[config.mk]
export PLATFORM = sky130hd
export DESIGN_NAME = if_fetch_unit
export DESIGN_NICKNAME = d
export VERILOG_FILES = /design/src/rtl/if_fetch_unit.sv
export SDC_FILE = /design/constraint.sdc
export NUM_CORES = 1
export LEC_CHECK = 0
export CAP_MARGIN = 20
export CELL_PAD_IN_SITES_DETAIL_PLACEMENT = 0
export CELL_PAD_IN_SITES_GLOBAL_PLACEMENT = 1
export CORE_MARGIN = 2
export CORE_UTILIZATION = 45
export CTS_CLUSTER_DIAMETER = 120
export CTS_CLUSTER_SIZE = 10
export DETAILED_ROUTE_END_ITERATION = 10
export GPL_ROUTABILITY_DRIVEN = 0
export PLACE_DENSITY = 0.86
export SYNTH_ARGS = -nofsm -noshare
export SYNTH_HDL_FRONTEND = slang
export SYNTH_SLANG_ARGS = --single-unit
[constraint.sdc]
create_clock -name clk -period 11.18 [get_ports clk]
set_input_delay 2.795 -clock clk [delete_from_list [all_inputs] [get_ports clk]]
set_output_delay 2.795 -clock clk [all_outputs]
set_load 0.01 [all_outputs]
[src/rtl/if_fetch_unit.sv]
`default_nettype none
// ============================================================================
//  Module      : if_fetch_unit
//  Description : Instruction-fetch stage. Owns the PC, issues in-order imem
//                requests, buffers returned words with their PCs and presents
//                them to IF/ID. Handles stall and branch/jump redirect with flush.
//                Optional perf counters enabled by FETCH_PERF_CNT_EN.
//  Revision    : 1.0 - initial release
// ============================================================================
module if_fetch_unit #(
    parameter logic [31:0] RESET_PC  = 32'h0000_0000,
    parameter int          BUF_DEPTH = 2
) (
    input  logic        clk,
    input  logic        rst_n,
    input  logic        stall,
    input  logic        redirect,
    input  logic [31:0] redirect_pc,
    output logic        imem_req,
    output logic [31:0] imem_addr,
    input  logic        imem_gnt,
    input  logic        imem_rvalid,
    input  logic [31:0] imem_rdata,
    output logic        out_valid,
    output logic [31:0] IR_out,
`ifdef FETCH_PERF_CNT_EN
    output logic [31:0] perf_fetched,
    output logic [31:0] perf_bubble,
`endif
    output logic [31:0] PC_out
);

    localparam int                 c_PTR_W  = (BUF_DEPTH > 1) ? $clog2(BUF_DEPTH) : 1;
    localparam int                 c_DROP_W = 16;
    localparam logic [c_PTR_W:0]   c_DEPTH  = (c_PTR_W+1)'(BUF_DEPTH);

    // Pointers carry one extra wrap bit so full and empty are distinguishable.
    logic [c_PTR_W:0]    r_head;
    logic [c_PTR_W:0]    r_fill;
    logic [c_PTR_W:0]    r_tail;
    logic [31:0]         r_fetch_pc;
    logic [c_DROP_W-1:0] r_drop_cnt;
    logic [31:0]         r_slot_pc [BUF_DEPTH];
    logic [31:0]         r_slot_ir [BUF_DEPTH];

    logic [c_PTR_W:0]    w_used;
    logic [c_PTR_W:0]    w_unfilled;
    logic [c_PTR_W-1:0]  w_head_idx;
    logic [c_PTR_W-1:0]  w_fill_idx;
    logic [c_PTR_W-1:0]  w_tail_idx;
    logic                w_head_ready;
    logic                w_alloc;
    logic                w_fill;
    logic                w_drop;
    logic                w_pop;
    logic [c_DROP_W-1:0] w_drop_sum;
    logic [c_DROP_W-1:0] w_drop_redirect;

    assign w_used       = r_tail - r_head;
    assign w_unfilled   = r_tail - r_fill;
    assign w_head_idx   = r_head[c_PTR_W-1:0];
    assign w_fill_idx   = r_fill[c_PTR_W-1:0];
    assign w_tail_idx   = r_tail[c_PTR_W-1:0];
    assign w_head_ready = (r_fill != r_head);

    // Request is a function of registered occupancy only: no gnt->req path.
    assign imem_req  = rst_n & ~redirect & (w_used < c_DEPTH);
    assign imem_addr = r_fetch_pc;

    assign out_valid = w_head_ready & ~redirect;
    assign IR_out    = r_slot_ir[w_head_idx];
    assign PC_out    = r_slot_pc[w_head_idx];

    assign w_alloc = imem_req & imem_gnt;
    assign w_drop  = imem_rvalid & (r_drop_cnt != '0);
    assign w_fill  = imem_rvalid & (r_drop_cnt == '0) & (w_unfilled != '0);
    assign w_pop   = out_valid & ~stall;

    // Every in-flight response of the abandoned stream must be swallowed,
    // including one that happens to return during the redirect cycle itself.
    assign w_drop_sum      = r_drop_cnt + {{(c_DROP_W-c_PTR_W-1){1'b0}}, w_unfilled};
    assign w_drop_redirect = (imem_rvalid && (w_drop_sum != '0)) ? (w_drop_sum - 1'b1) : w_drop_sum;

    always_ff @(posedge clk or negedge rst_n) begin
        if (!rst_n) begin
            r_head     <= '0;
            r_fill     <= '0;
            r_tail     <= '0;
            r_fetch_pc <= RESET_PC;
            r_drop_cnt <= '0;
        end else if (redirect) begin
            r_head     <= '0;
            r_fill     <= '0;
            r_tail     <= '0;
            r_fetch_pc <= {redirect_pc[31:2], 2'b00};
            r_drop_cnt <= w_drop_redirect;
        end else begin
            if (w_alloc) begin
                r_tail     <= r_tail + 1'b1;
                r_fetch_pc <= r_fetch_pc + 32'd4;
            end
            if (w_fill) begin
                r_fill <= r_fill + 1'b1;
            end
            if (w_drop) begin
                r_drop_cnt <= r_drop_cnt - 1'b1;
            end
            if (w_pop) begin
                r_head <= r_head + 1'b1;
            end
        end
    end

    // Allocation and fill never target the same slot in one cycle: a fill
    // needs an unfilled slot, an allocation needs a free one.
    always_ff @(posedge clk or negedge rst_n) begin
        if (!rst_n) begin
            for (int i = 0; i < BUF_DEPTH; i++) begin
                r_slot_pc[i] <= '0;
                r_slot_ir[i] <= '0;
            end
        end else begin
            for (int i = 0; i < BUF_DEPTH; i++) begin
                if (w_alloc && (w_tail_idx == c_PTR_W'(i))) begin
                    r_slot_pc[i] <= r_fetch_pc;
                end
                if (w_fill && (w_fill_idx == c_PTR_W'(i))) begin
                    r_slot_ir[i] <= imem_rdata;
                end
            end
        end
    end

`ifdef FETCH_PERF_CNT_EN
    logic [31:0] r_perf_fetched;
    logic [31:0] r_perf_bubble;

    always_ff @(posedge clk or negedge rst_n) begin
        if (!rst_n) begin
            r_perf_fetched <= '0;
            r_perf_bubble  <= '0;
        end else begin
            if (out_valid && !stall) begin
                r_perf_fetched <= r_perf_fetched + 32'd1;
            end
            if (!out_valid && !stall && !redirect) begin
                r_perf_bubble <= r_perf_bubble + 32'd1;
            end
        end
    end

    assign perf_fetched = r_perf_fetched;
    assign perf_bubble  = r_perf_bubble;
`endif

endmodule
`default_nettype wire

Yosys cells after proc, flatten, opt, wreduce, memory -nomap -nowiden --
Index checks and enable logic that the tools add are counted.
Storage, ports and cells: flip-flop bits (word level) 182, latch bits 0, memory bits (writable) 0, bits in read-only memories 0, output and inout bits 98, logic and storage cells 64, memories kept 0
Cells by class: add/subtract/negate cells 9, $mul 0, divide/modulo/power cells 0, $lt $le $gt $ge 2, equal/unequal tests 1, shift operators 0, muxes and demuxes 17, bitwise logic cells 13, reductions and logical operators 13
Operator list (count):
- $mux W32 | 8
- $mux W16 | 3
- $add A32 B3 Y32 const B | 1
- $reduce_bool A16 Y1 | 2
- $sub A16 B1 Y16 const B | 2
- $add A16 B2 Y16 | 1
- $logic_not A16 Y1 | 1
- $mux W2 | 6
- $reduce_bool A2 Y1 | 5
- $and A1 B1 Y1 | 8
- $add A2 B1 Y2 const B | 3
- $logic_and A1 B1 Y1 | 5
- $not A1 Y1 | 4
- $sub A2 B2 Y2 | 2
- $ge A2 B2 Y1 const B | 1
- $lt A2 B2 Y1 const B | 1
- $ne A2 B2 Y1 | 1
- $not A1 Y2 | 1

Logic depth before layout (Yosys ltp) --
depth in word-level cells 6, mapped depth 17, mapped depth without buffers 15

Worst setup path before layout --
OpenSTA, ideal clock, no wires.
path kind input to output, start input redirect, end output imem_req, arrival 3.262 ns, slack 5.123 ns, cell stages on the path 1, path buffers 0, path through nor3b_1
On the way: longest elaborated chain between the ends 3
Ends and longest elaborated chain:
- from (decl) | line 17 | input logic redirect,
- $not A1 Y1 | line 67 | assign imem_req = rst_n & ~redirect & (w_used < c_DEPTH);
- $and A1 B1 Y1 (2 in series) | line 67
- to (decl) | line 19 | output logic imem_req,
No other way between the ends.

Final worst setup path --
start input rst_n, end output imem_req
On the way: longest elaborated chain between the ends 2
Ends and longest elaborated chain:
- from (decl) | line 15 | input logic rst_n,
- $and A1 B1 Y1 (2 in series) | line 67
No other way between the ends.

==> flow_metrics.py <==
metrics = {
    "global_routing": {
        "grt_pass1_wl_um": 34900,
        "antenna_found_initial": 0,
        "first_global_vias": 6662,
        "grt_max_degree": 99,
        "grt_overflow": 0,
        "grt.total_usage_pct": 20.1,
    },
    "sta": {
        "rsz0062_at_grt": "false",
        "fin_worst_skew_ns": 0.0128,
        "relSlewSlack_pct": 25.7,
        "timing.fmax_mhz": 135,
        "period_share_pct": 66.4,
        "setup_tns_ns": 0,
        "max_slew.worst_pin.slew_ns": 1.11,
        "fin_crit_ns": 7.43,
        "drv_slew": 0,
        "setup_viol": 0,
        "final-hold-violation-count": 0,
    },
    "yosys": {
        "avgSynthCellArea_um2": 11.6,
        "synthAdderAreaFrac_pct": 1.17,
        "synth_area_leaders": "dfrtp_1 (48%), mux2_2 (22%), xnor2_1 (3.3%), o21ai_0 (1.8%), nand2_1 (1.7%)",
        "synth_top_family_by_area": "multiplexers",
        "seq_area_frac_synth_pct": 47.7,
        "ys_warn_count": 0,
        "ys.flop_type": "dfrtp_1",
        "synth-xor-area-share_pct": 3.89,
        "yosysTopAreaCell": "dfrtp_1",
        "async_flop_share_pct": 100,
        "synth.cell_area_um2": 9240,
        "synth_mux_area_share_pct": 23.5,
        "synth_top_area_share_pct": 47.7,
        "synth-edff-count": 0,
        "synth_seq_cells": 176,
        "post_synth_num_cell_types": 60,
        "yosys.area_share.simple_pct": 11.9,
        "synth_compound_area_share_pct": 7.89,
        "synthCells": 799,
    },
    "worst_setup_path": {
        "cp.required_ns": 8.39,
        "crit_family": "buffers and inverters",
        "crit_path_end_kind": "output pin",
        "cp.buffers_inverters": 2,
        "worstSetupPathType": "input pin to output pin",
        "cp.arrival_ns": 4.63,
        "r2r_slack_ns": 6.86,
        "worstSetupStartpointType": "input pin",
        "crit_end": "imem_req",
        "worstSetupPathDepth": 3,
        "rr_worst_depth": 14,
        "cp_cell_sequence": "buf_6, nor3b_1, clkdlybuf4s50_1",
        "rr_endpoint": "r_drop_cnt[4]",
        "crit_fanout": 98,
        "cp_slowest_cell": "clkdlybuf4s50_1",
        "reg2reg_from": "r_fill[0]",
        "cp_slowest_stage_delay_ns": 0.65,
        "crit_path_start": "rst_n",
    },
    "outcome": {
        "status": "complete, no violations",
    },
    "final_layout": {
        "finish.utilization_pct": 57.5,
        "drive_gt1_share_pct": 25.4,
        "synthToLayoutAreaGrowth_pct": 25.5,
        "diodes": 0,
        "nFillCells": 1727,
        "nets": 1010,
    },
    "cts": {
        "worst_skew_pair.late_latency_ns": 0.43,
        "clock-root-buffer": "clkbuf_16",
        "clockBufferDepth": 2,
        "clk_pin_slew_worst_paths_ns": 0.06,
        "cts_resized": 0,
        "cts_buffers": 17,
        "h-tree-depth": 4,
        "clock-sinks": 176,
        "cts_hold_buf": 0,
        "cts_tree": "done",
        "post_cts_buffers": 0,
    },
    "route": {
        "wirelength_um": 21200,
        "drtIter0Drc": 388,
        "via_per_inst": 5.53,
        "drc": 0,
        "dr.pass1.iters": 6,
        "ant_nets": 0,
        "via_count": 6713,
        "wl_per_cell_um": 17.4,
    },
    "floorplanning": {
        "coreArea_um2": 20200,
        "rows": 52,
        "die-area_um2": 21700,
        "ioPinCount": 168,
        "start_util_pct": 45.8,
        "die_w_um": 147,
        "dieHeight_um": 147,
    },
    "power": {
        "p_comb_share_pct": 22.5,
        "pwr-share-seq_pct": 45.4,
        "powerDensity_nw_per_um2": 159,
        "cellLeakagePower_nw": 5.01,
        "total_power_w": 0.00184,
        "power_frac_clock_pct": 32.2,
        "p_int_w": 0.00128,
        "ir_worst_vdd_mv": 0.114,
        "swShare_pct": 30.3,
        "switching_power_w": 0.000557,
    },
    "place": {
        "port_buffers": 161,
        "place_hpwl_um": 14200,
    },
    "run": {
        "drv_cap": 0,
    },
    "min_path": {
        "hp-class": "flip-flop to flip-flop",
    },
}
[power groups by stage]
stage | sequential, W | combinational, W | clock, W
after floorplan | 0.000782 | 0.000307 | 0
after global placement | 0.000841 | 0.000408 | 0
after detailed placement | 0.000846 | 0.000414 | 0
after CTS | 0.000833 | 0.000417 | 0.000610
after global routing | 0.000852 | 0.000451 | 0.000636
final | 0.000835 | 0.000414 | 0.000593
[registers in the layout, summed over array words and instances, names as in the netlist]
register	cells
r_slot_ir	64
r_slot_pc	60
imem_addr	30
r_drop_cnt	16
r_fill	2
r_head	2
r_tail	2
[synthesized netlist by cell type, types with 2 or more instances]
| cell type | number |
|---|---|
| mux2_2 | 182 |
| dfrtp_1 | 176 |
| nand2_1 | 42 |
| clkbuf_1 | 35 |
| xnor2_1 | 35 |
| o21ai_0 | 34 |
| nor2_1 | 33 |
| a21oi_1 | 21 |
| inv_1 | 19 |
| nand3_1 | 18 |
| nor3_1 | 17 |
| nand4_1 | 15 |
| a221o_1 | 14 |
| and3_1 | 13 |
| nor4_1 | 11 |
| buf_2 | 10 |
| ha_1 | 7 |
| nor3b_1 | 7 |
| buf_4 | 6 |
| mux2i_1 | 6 |
| or4_1 | 6 |
| xor2_1 | 6 |
| a222oi_1 | 5 |
| a31oi_1 | 5 |
| and4_1 | 5 |
| buf_6 | 5 |
| mux2_1 | 5 |
| nor2b_1 | 5 |
| o311ai_0 | 5 |
| or3_1 | 5 |
| buf_1 | 4 |
| o211ai_1 | 4 |
| and2_1 | 3 |
| nand2b_1 | 3 |
| nor4b_1 | 3 |
| a21o_1 | 2 |
| nand3b_1 | 2 |
| nand4_4 | 2 |
| nor4_2 | 2 |
[worst min path at each step]
stage	start	to	cells past startpoint
CTS	r_slot_ir[21]	r_slot_ir[21]	1
global route	r_slot_ir[17]	r_slot_ir[17]	1
detailed placement	r_slot_ir[6]	r_slot_ir[6]	1
floorplan	r_slot_ir[20]	r_slot_ir[20]	1
global placement	r_slot_ir[21]	r_slot_ir[21]	1
finish	r_slot_ir[5]	r_slot_ir[5]	1
[per-layer routing]
metal,vias up,share of wire (%),GRT usage [%]
li1,3196,-,-
met1,3341,46,27.7
met2,145,48,32.5
met3,31,3.9,3.26
met4,0,1.9,6.59
met5,-,0,0
[cell families after synthesis]
kind of cell,after synthesis
AO/OA/AOI/OAI,104
flip-flops,176
adder cells (fa/ha/maj),8
buffers and inverters,79
other,1
multiplexers,193
AND/OR/NAND/NOR,197
XOR/XNOR,41
[cell type report]
type | instances | area, um^2 | share of cell area (%)
clock buffer | 19 | 453 | 3.91
clock inverter | 13 | 145 | 1.25
inverter | 19 | 71.3 | 0.615
multi-input combinational | 547 | 4470 | 38.6
sequential | 176 | 4410 | 38.0
tap | 270 | 338 | 2.92
timing repair buffer | 171 | 1700 | 14.7
[cells in the final DEF (no fill, tap or decap), drive strengths merged, types with 5 or more instances in the layout]
cell type | synthesis | final
mux2 | 187 | 187
dfrtp | 176 | 176
clkdlybuf4s50 | 0 | 159
nand2 | 42 | 42
xnor2 | 35 | 35
o21ai | 34 | 34
nor2 | 34 | 34
inv | 19 | 24
a21oi | 21 | 21
clkbuf | 35 | 19
nand3 | 18 | 18
nor3 | 17 | 17
nand4 | 17 | 17
a221o | 14 | 14
and3 | 14 | 14
nor4 | 13 | 13
buf | 25 | 12
nor3b | 7 | 7
ha | 7 | 7
or4 | 7 | 7
xor2 | 6 | 6
mux2i | 6 | 6
and4 | 6 | 6
nor2b | 5 | 5
or3 | 5 | 5
a31oi | 5 | 5
o311ai | 5 | 5
a222oi | 5 | 5
clkinv | 0 | 5
[metrics by stage]
stage                     instance area, um^2  worst slack, ns  instances  hold slack (ns)
after detailed placement                11000             3.68       1182            0.478
after global placement                  11000             3.73       1182            0.468
after CTS                               11600             3.70       1214            0.496
final                                   11600             3.75       1215            0.491
after floorplan                          9250             5.12        802            0.459
after global routing                    11600             3.55       1215            0.515
Note: power is estimated with default switching activity, not from simulation.
